==> src/rtl/mmult_result_printer.sv <==
// mmult_result_printer: captures an NxN unsigned result matrix and streams it as right-justified decimal ASCII.
// Define MMULT_PRINT_HEADER_EN to prefix the dump with "C=\r\n".
module mmult_result_printer #(
    parameter int N       = 3,
    parameter int ENTRY_W = 18,
    parameter int DIGITS  = 6
) (
    input  logic                       clk,
    input  logic                       reset,
    input  logic                       valid,
    input  logic [0:N*N*ENTRY_W-1]     C_mat,
    output logic [7:0]                 tx_data,
    output logic                       tx_valid,
    input  logic                       tx_ready,
    output logic                       busy,
    output logic                       done
);
    localparam int TOT = N * N * ENTRY_W;
    localparam int BW  = 4 * DIGITS;
    localparam int IW  = $clog2(N * N);
    localparam int CW  = N > 1 ? $clog2(N) : 1;
    localparam int SW  = $clog2(ENTRY_W);
    localparam int PW  = DIGITS > 1 ? $clog2(DIGITS) : 1;
    localparam logic [IW-1:0] LAST_IDX = IW'(N * N - 1);
    localparam logic [CW-1:0] LAST_COL = CW'(N - 1);
    localparam logic [SW-1:0] LAST_BIT = SW'(ENTRY_W - 1);
    localparam logic [PW-1:0] LAST_POS = PW'(DIGITS - 1);

    typedef enum logic [2:0] {
        IDLE,
`ifdef MMULT_PRINT_HEADER_EN
        HEADER,
`endif
        CONV,
        EMIT,
        SEP,
        FIN
    } state_t;

    state_t              state_q;
    logic [TOT-1:0]      cap_q;
    logic [IW-1:0]       idx_q;
    logic [CW-1:0]       col_q;
    logic [ENTRY_W-1:0]  bin_q;
    logic [BW-1:0]       bcd_q, bcd_adj, bcd_d;
    logic [SW-1:0]       cnt_q;
    logic [PW-1:0]       pos_q;
    logic [7:0]          tx_data_q;
    logic                tx_valid_q, busy_q, done_q;
    logic                xfer;
`ifdef MMULT_PRINT_HEADER_EN
    logic [1:0]          hdr_q;

    function automatic logic [7:0] hdr_byte(input logic [1:0] h);
        return h == 2'd0 ? 8'h43 : h == 2'd1 ? 8'h3D : h == 2'd2 ? 8'h0D : 8'h0A;
    endfunction
`endif

    // Leading zeros blank to space, but the units digit always prints.
    function automatic logic [7:0] digit_char(input logic [BW-1:0] b, input logic [PW-1:0] p);
        logic [BW-1:0] s;
        s = b >> (4 * (DIGITS - 1 - int'(p)));
        return (int'(p) != DIGITS - 1 && s == '0) ? 8'h20 : {4'h3, s[3:0]};
    endfunction

    always_comb begin
        bcd_adj = bcd_q;
        for (int k = 0; k < DIGITS; k++)
            bcd_adj[4*k +: 4] = bcd_q[4*k +: 4] >= 4'd5 ? bcd_q[4*k +: 4] + 4'd3 : bcd_q[4*k +: 4];
        bcd_d = {bcd_adj[BW-2:0], bin_q[ENTRY_W-1]};
    end

    assign xfer     = tx_valid_q && tx_ready;
    assign tx_data  = tx_data_q;
    assign tx_valid = tx_valid_q;
    assign busy     = busy_q;
    assign done     = done_q;

    // The current entry always sits in the top ENTRY_W bits of cap_q; advancing shifts it out.
    always_ff @(posedge clk or posedge reset) begin
        if (reset) begin
            state_q    <= IDLE;
            cap_q      <= '0;
            idx_q      <= '0;
            col_q      <= '0;
            bin_q      <= '0;
            bcd_q      <= '0;
            cnt_q      <= '0;
            pos_q      <= '0;
            tx_data_q  <= 8'h00;
            tx_valid_q <= 1'b0;
            busy_q     <= 1'b0;
            done_q     <= 1'b0;
`ifdef MMULT_PRINT_HEADER_EN
            hdr_q      <= '0;
`endif
        end else begin
            done_q <= 1'b0;
            case (state_q)
                IDLE: if (valid) begin
                    cap_q  <= C_mat;
                    idx_q  <= '0;
                    col_q  <= '0;
                    busy_q <= 1'b1;
`ifdef MMULT_PRINT_HEADER_EN
                    hdr_q   <= '0;
                    state_q <= HEADER;
`else
                    bin_q   <= C_mat[0 +: ENTRY_W];
                    bcd_q   <= '0;
                    cnt_q   <= '0;
                    state_q <= CONV;
`endif
                end
`ifdef MMULT_PRINT_HEADER_EN
                HEADER: if (!tx_valid_q) begin
                    tx_valid_q <= 1'b1;
                    tx_data_q  <= hdr_byte(hdr_q);
                end else if (tx_ready) begin
                    if (hdr_q == 2'd3) begin
                        tx_valid_q <= 1'b0;
                        bin_q      <= cap_q[TOT-1 -: ENTRY_W];
                        bcd_q      <= '0;
                        cnt_q      <= '0;
                        state_q    <= CONV;
                    end else begin
                        hdr_q     <= hdr_q + 2'd1;
                        tx_data_q <= hdr_byte(hdr_q + 2'd1);
                    end
                end
`endif
                CONV: begin
                    bcd_q <= bcd_d;
                    bin_q <= bin_q << 1;
                    cnt_q <= cnt_q + 1'b1;
                    if (cnt_q == LAST_BIT) begin
                        state_q    <= EMIT;
                        pos_q      <= '0;
                        tx_valid_q <= 1'b1;
                        tx_data_q  <= digit_char(bcd_d, '0);
                    end
                end
                EMIT: if (xfer) begin
                    if (pos_q == LAST_POS) begin
                        state_q   <= SEP;
                        pos_q     <= '0;
                        tx_data_q <= col_q == LAST_COL ? 8'h0D : 8'h20;
                    end else begin
                        pos_q     <= pos_q + 1'b1;
                        tx_data_q <= digit_char(bcd_q, pos_q + 1'b1);
                    end
                end
                SEP: if (xfer) begin
                    if (col_q == LAST_COL && pos_q == '0) begin
                        pos_q     <= PW'(1);
                        tx_data_q <= 8'h0A;
                    end else begin
                        tx_valid_q <= 1'b0;
                        if (idx_q == LAST_IDX) begin
                            state_q <= FIN;
                            done_q  <= 1'b1;
                            busy_q  <= 1'b0;
                        end else begin
                            idx_q   <= idx_q + 1'b1;
                            col_q   <= col_q == LAST_COL ? '0 : col_q + 1'b1;
                            cap_q   <= cap_q << ENTRY_W;
                            bin_q   <= cap_q[TOT-1-ENTRY_W -: ENTRY_W];
                            bcd_q   <= '0;
                            cnt_q   <= '0;
                            state_q <= CONV;
                        end
                    end
                end
                FIN: state_q <= IDLE;
                default: state_q <= IDLE;
            endcase
        end
    end
endmodule

==> config.mk <==
export PLATFORM = sky130hd
export DESIGN_NAME = mmult_result_printer
export DESIGN_NICKNAME = d
export VERILOG_FILES = /design/src/rtl/mmult_result_printer.sv
export SDC_FILE = /design/constraint.sdc
export NUM_CORES = 1
export LEC_CHECK = 0
export ABC_AREA = 1
export BUFFER_PORTS_ARGS = -buffer_cell sky130_fd_sc_hd__buf_2
export CAP_MARGIN = 20
export CORE_AREA = 2 2 147 149
export CTS_CLUSTER_DIAMETER = 40
export DETAILED_ROUTE_END_ITERATION = 12
export DIE_AREA = 0 0 149 151
export GPL_TIMING_DRIVEN = 0
export MAX_ROUTING_LAYER = met4
export PLACE_DENSITY = 0.7
export SYNTH_ARGS = -nofsm -noshare
export SYNTH_HDL_FRONTEND = slang
export SYNTH_SLANG_ARGS = --single-unit
export TNS_END_PERCENT = 1
==> constraint.sdc <==
create_clock -name clk -period 8.3 [get_ports clk]
set_clock_uncertainty 0.15 [all_clocks]
set_input_delay 0.415 -clock clk [delete_from_list [all_inputs] [get_ports clk]]
set_output_delay 0.415 -clock clk [all_outputs]
set_load 0.02 [all_outputs]
==> results_dict.tcl, run 1 <==
set metrics [dict create \
    post_dp_cell_area_mm2 0.0120 \
    antenna_found_initial 3 \
    num_vias 9910 \
    nets 1730 \
    drc 0 \
    crit_path_top_delay_cell "dfrtp_1" \
    totalPowerFinal_mw 2.50 \
    start_util_pct 51.7 \
    wl_mm 29.4 \
    cp-end-kind "register" \
    gp_congestion 0.901 \
    rsz0062_at_grt "false" \
    finalSetupTns_ns 0 \
    placed_cells 1764 \
    netlist.area_leader.share_pct 49.3 \
    fp-row-count 53 \
    synth_top_area_cell "dfrtp_1" \
    grt_max_degree 115 \
    ys_warn_count 0 \
    p_leak_nw 6.52 \
    cts_tree "built" \
    hold_ws_ns 0.0163 \
    cp-start-kind "register" \
    cts-root-buf "clkbuf_16" \
    crit_type "reg -> reg" \
    grt_pass1_vias 9753 \
    post_cts_resized 0 \
    io_pins 177 \
    clkSinkCount 212 \
    syn_area_mm2 0.0108 \
    post_cts_buffers 0 \
    synthArstFlopShare_pct 100 \
    drt_iter0_markers 640 \
    portBuffers 174 \
    detail_route.wl_per_cell_um 15.9 \
    ir_drop_mv 0.159 \
    setup-violations-final 0 \
    hold_buffers 19 \
    ys_seq_area_share_pct 49.3 \
    core-area_mm2 0.0208 \
    cp_data_required_time_ns 8.55 \
    cpPeakStageDelay_ns 0.48 \
    worst-path-max-fanout 10 \
    synth_flop_cell "dfrtp_1" \
    overflow 0 \
    layout.cells.non_filler 1846 \
    met1_length_mm 12.9 \
    synth_cells 1313 \
    wl_met2_mm 14.0 \
    fin_crit_ns 3.52 \
    crit_buf_inv 3 \
    hold_path_class "in -> reg" \
    drt-vias-per-instance 5.37 \
    drive_gt1_share_pct 18.6 \
    tightestPinTransition_ns 0.804 \
    dieArea_mm2 0.0225 \
    final_hold_viol_count 0 \
    die_w_um 149 \
    synth_area_per_cell_um2 8.19 \
    arrival_ns 3.76 \
    clk_path_buf_depth 3 \
    syn2layout_area_growth_pct 23.9 \
    slew_violations 0 \
    maxCapViolCount 0 \
    insertion_delay_ns 0.50 \
    worst_slack_ns 4.78 \
    route.met3.wl_mm 1.70 \
    synth-seq-cells 212 \
    yosysUniqueCellTypes 43 \
    powerDensity_mw_per_mm2 187 \
    highest_layer "met4" \
    period_share_pct 42.4 \
    hpwl_mm 21.6 \
    dr.pass1.iters 5 \
    clkSlewWorstSetupHoldPaths_ns 0.06 \
    cts_buffers 34 \
    synth_edf_count 0 \
    max_freq_mhz 284 \
    grt_pass1_wl_mm 47.4 \
    critPathTopFamily "compound AO/OA/AOI/OAI gates" \
    track_usage_pct 27.2 \
    synth.area.top_cells "dfrtp_1 (49%), nand2_1 (9.3%), o211ai_1 (8.2%), o21ai_1 (6.6%), inv_1 (6.5%)" \
    path_cells "clkinv_1, clkbuf_1, ha_1, ha_1, inv_1, nand2_1, o21ai_0, o21ai_0, a21boi_0, a21oi_1, nand2_1, nor2_1, nand2_1, nand2_1, a21oi_1" \
    drtAntennaViolNets 0 \
    fin_area_mm2 0.0133 \
    status "finished clean" \
    post-place-ws_ns 4.80 \
    final_core_utilization_pct 64.0 \
    relSlewSlack_pct 46.4 \
    h-tree-depth 2 \
    die_h_um 151 \
    crit_top_cell "nand2_1" \
]
-- placed cells by master, fill, tap and decap left out, types with 3 or more instances in the layout --
cell           count
nand2_1          267
dfrtp_1          212
buf_2            200
inv_1            185
o21ai_1          141
o211ai_1         117
o21ai_0           92
nor2_1            45
clkbuf_1          40
clkbuf_16         34
a21oi_1           32
nand3_1           31
ha_1              20
dlygate4sd3_1     19
a22oi_1           12
a31oi_1           12
inv_2             11
o22ai_1           11
buf_1             10
buf_4              7
clkinv_2           7
clkbuf_8           6
nor3_1             5
clkinvlp_4         5
or2_2              4
xor2_1             4
diode_2            3
a41oi_1            3
o221ai_1           3
-- layer usage --
metal / GRT usage [%] / vias to the layer above
met3: 3.89 / 65
met5: - / -
li1: - / 4872
met4: 8.95 / 0
met1: 35.2 / 4663
met2: 44.6 / 310
-- kinds of logic (layout without fill, tap and decap cells) --
| kind of cell | after synthesis | in the layout | synth area share, % |
|---|---|---|---|
| buffers and inverters | 280 | 534 | 10.4 |
| DFF | 212 | 212 | 49.3 |
| adders and majority gates | 20 | 20 | 2.33 |
| and+or+nand+nor | 365 | 365 | 13.8 |
| AOI/OAI and AO/OA | 430 | 430 | 23.7 |
| other | 1 | 5 | 0.0349 |
| xor gates and xnor gates | 5 | 5 | 0.407 |
-- flip-flops by register name, indices dropped and copies added, names as in the netlist --
| name | count |
|---|---|
| bin_q | 18 |
| tx_data | 6 |
| col_q | 2 |
| bcd_q | 24 |
| idx_q | 4 |
| cap_q | 144 |
| pos_q | 3 |
| cnt_q | 5 |
| state_q | 3 |
| tx_valid | 1 |
| busy | 1 |
| done | 1 |
-- where the power goes --
group          internal [mW]  switching, mW  total [mW]  leakage [nW]
clock network          0.873          0.514        1.39         0.544
registers               1.03              0        1.03          2.07
logic                 0.0350         0.0393      0.0744          3.90
-- path summary, 6_finish.rpt --
check / from / to / slack (ns) / depth (start not counted)
hold / removal: C_mat[7] / bin_q[10] / 0.02 / 3
setup reg to reg: pos_q[0] / tx_data[4] / 4.78 / 15
hold reg to reg: tx_data[2] / tx_data[2] / 0.33 / 2
min in group asynchronous: reset / bin_q[13] / 0.49 / 3
setup / recovery: pos_q[0] / tx_data[4] / 4.78 / 15
max in group asynchronous: reset / pos_q[2] / 6.52 / 4
-- synth_stat cells (2+ instances only) --
cell type	number
nand2_1	267
dfrtp_1	212
inv_1	186
o21ai_1	141
o211ai_1	117
o21ai_0	92
nor2_1	45
clkbuf_1	38
a21oi_1	32
nand3_1	31
buf_2	26
ha_1	20
a22oi_1	12
a31oi_1	12
inv_2	11
o22ai_1	11
buf_1	10
buf_4	7
nor3_1	5
or2_2	4
xor2_1	4
a41oi_1	3
o221ai_1	3
nand2_2	2
nor2_2	2
nor4_1	2
o2111ai_1	2
-- tightest hold or removal path, delay by kind of cell --
kind / cells / cell delay [ns]
compound gates: 1 / 0.07
buf+inv: 1 / 0.09
simple gates: 1 / 0.05
-- final cells by class --
cell class | count | area, um^2
fill | 1826 | 7490
sequential | 212 | 5310
multi-input combinational | 822 | 4340
timing repair buffer | 194 | 1090
clock buffer | 42 | 941
inverter | 198 | 751
buffer | 82 | 374
tap | 275 | 344
clock inverter | 18 | 183
antenna | 3 | 7.51
(Power assumes the default switching activity.)
==> run 2: changes to the inputs <==
- ABC_AREA: 1 -> 0
- CORE_AREA: 2 2 147 149 -> 2 2 146 148
- DIE_AREA: 0 0 149 151 -> 0 0 148 150
- PLACE_DENSITY: 0.7 -> 0.69
- clock period: 8.3 -> 3.4 ns (I/O delays scaled with it)
==> results_dict.tcl, run 2 <==
set metrics [dict create \
    status "finished clean" \
    syn_area_mm2 0.0105 \
    setup-violations-final 0 \
    clk_path_buf_depth 3 \
    cp_data_required_time_ns 3.60 \
    tightestPinTransition_ns 0.821 \
    synth_cells 1204 \
    synth_top_area_cell "dfrtp_1" \
    num_vias 10665 \
    synth-seq-cells 212 \
    max_freq_mhz 318 \
    drt-vias-per-instance 5.65 \
    gp_congestion 0.916 \
    finalSetupTns_ns 0 \
    r2r_cells 9 \
    cts-root-buf "clkbuf_16" \
    crit_path_start "pos_q[0]" \
    synth_flop_cell "dfrtp_1" \
    drtAntennaViolNets 0 \
    layout_common_cells "nand2_1 (292), dfrtp_1 (212), buf_2 (201)" \
    power.share.clock_pct 30.2 \
    relSlewSlack_pct 44.8 \
    largestRegisters "cap_q (144), bcd_q (24), bin_q (18)" \
    maxCapViolCount 0 \
    dr.pass1.iters 6 \
    worst-path-max-fanout 10 \
    antenna_found_initial 1 \
    hpwl_mm 22.1 \
    insertion_delay_ns 0.50 \
    syn2layout_area_growth_pct 39.6 \
    final_common_cell "nand2_1" \
    p_int_mw 7.27 \
    largest_register_ff_count 144 \
    hold_path_class "in -> async" \
    netlist.area_leader.share_pct 50.6 \
    synth_edf_count 0 \
    nets 1772 \
    io_pins 177 \
    synth_most_common_cell "nand2_1" \
    start_util_pct 50.7 \
    yosysUniqueCellTypes 61 \
    portBuffers 174 \
    drt_iter0_markers 764 \
    synth.cells.most_frequent "nand2_1 (292), dfrtp_1 (212), nor2_1 (168)" \
    crit_type "reg -> reg" \
    ys_warn_count 0 \
    cts_tree "built" \
    r2r_slack_ns 0.25 \
    rsz0062_at_grt "false" \
    r2r-start "pos_q[0]" \
    die_h_um 150 \
    dieArea_mm2 0.0222 \
    ir_drop_mv 0.451 \
    wl_mm 34.8 \
    layout.cells.non_filler 1887 \
    ys_seq_area_share_pct 50.6 \
    p_switching_mw 4.11 \
    slew_violations 0 \
    synth.area.top_cells "dfrtp_1 (51%), nand2_1 (10%), a31oi_1 (7.7%), nor2_1 (6.0%), ha_1 (2.4%)" \
    detail_route.wl_per_cell_um 18.4 \
    drive_gt1_share_pct 18.3 \
    grt_pass1_vias 10787 \
    seq_power_share_pct 38.3 \
    grt_max_degree 41 \
    powerDensity_mw_per_mm2 778 \
    r2r_end "tx_data[4]" \
    swShare_pct 36.1 \
    synth_area_per_cell_um2 8.71 \
    period_share_pct 92.6 \
    clkSlewWorstSetupHoldPaths_ns 0.05 \
    core-area_mm2 0.0207 \
    drc 0 \
    regMostFlops "cap_q" \
    n_fill_cell 1585 \
    track_usage_pct 32.4 \
    pwr-share-comb_pct 31.5 \
    cts_buffers 35 \
    crit_end "tx_data[4]" \
    clkSinkCount 212 \
    fin_crit_ns 3.15 \
    cp-end-kind "register" \
    p_leak_nw 6.56 \
    placed_cells 1660 \
    synthArstFlopShare_pct 100 \
    final_hold_viol_count 0 \
    arrival_ns 3.35 \
    fp-row-count 53 \
    cp-start-kind "register" \
    grt_pass1_wl_mm 55.3 \
    h-tree-depth 2 \
    die_w_um 148 \
    overflow 0 \
]
-- run 2: changes by cell type after synthesis, moves of 12 or more --
cell / before / now
mux2i_1: 0 / 23
nand2_1: 267 / 292
o21ai_0: 92 / 46
nor2_1: 45 / 168
inv_1: 186 / 28
a22oi_1: 12 / 0
a21oi_1: 32 / 45
nand3_1: 31 / 7
o21ai_1: 141 / 0
o211ai_1: 117 / 2
a22o_1: 1 / 20
a31oi_1: 12 / 129
-- run 2: how the worst min path moves through the flow --
stage	startpoint	end	slack [ns]	cells after the start
finish	reset	cap_q[12]	0.09	3
detailed placement	reset	cap_q[12]	0.06	2
global route	reset	cap_q[11]	0.12	3
global placement	C_mat[144]	cap_q[17]	0.24	2
CTS	reset	cap_q[11]	0.09	3
floorplan	C_mat[161]	cap_q[0]	0.16	1
-- run 2: repair_timing --
item	in CTS	in global routing
hold endpoints to repair	279	0
resized for setup	2	2
hold buffers	165	0
endpoints found under the setup margin	2	1
buffers inserted	0	0
-- run 2: kinds of logic after synthesis --
group	synth area share, %
flops	50.6
buf+inv	5.06
simple gates	20.1
mux	2.95
xor+xnor	0.919
fa+ha+maj	2.39
other cells	0.0358
compound gates	18.0
-- run 2: metrics by stage --
stage               hold slack, ns  utilization [%]  total power [mW]  setup slack (ns)  area, um^2
global route                 0.117             70.7              12.1            0.0532       14600
detailed placement          0.0615             57.2              7.68            -0.237       11800
CTS                         0.0886             70.7              11.3             0.149       14600
finish                      0.0924             70.7              11.4             0.252       14600
floorplan                    0.160                -              6.60             0.320       10500
global placement             0.243             56.6              7.55             -1.03       11700
-- run 2: power groups by stage --
stage	clock, mW	combinational, mW	sequential [mW]
after floorplan	0	2.48	4.12
after global placement	0	3.23	4.32
after detailed placement	0	3.33	4.35
after CTS	3.47	3.51	4.33
after global routing	3.58	4.01	4.46
final	3.44	3.59	4.36
-- run 2: per-layer routing --
metal	share of wire (%)	up-vias	track usage, %
li1	-	4947	-
met1	41	5090	40.2
met2	47	484	51.9
met3	6.4	144	5.58
met4	5.2	0	15.5
met5	0	-	-
-- run 2: layout make-up --
type	count	area (um^2)	share of cell area, %
buffer	90	422	2.88
tap	275	344	2.35
timing repair buffer	345	2640	18.1
sequential	212	5310	36.2
inverter	28	109	0.744
antenna	1	2.50	0.0171
clock buffer	40	935	6.39
multi-input combinational	874	4680	32.0
clock inverter	22	200	1.37
-- run 2: critical path: stages, from the launching register on --
cell	delay [ns]
dfrtp_1	0.48
ha_1	0.34
xor2_4	0.25
ha_2	0.48
mux4_2	0.56
a31oi_1	0.16
a21o_1	0.10
nand4_1	0.10
nor4b_1	0.28
a21oi_1	0.11
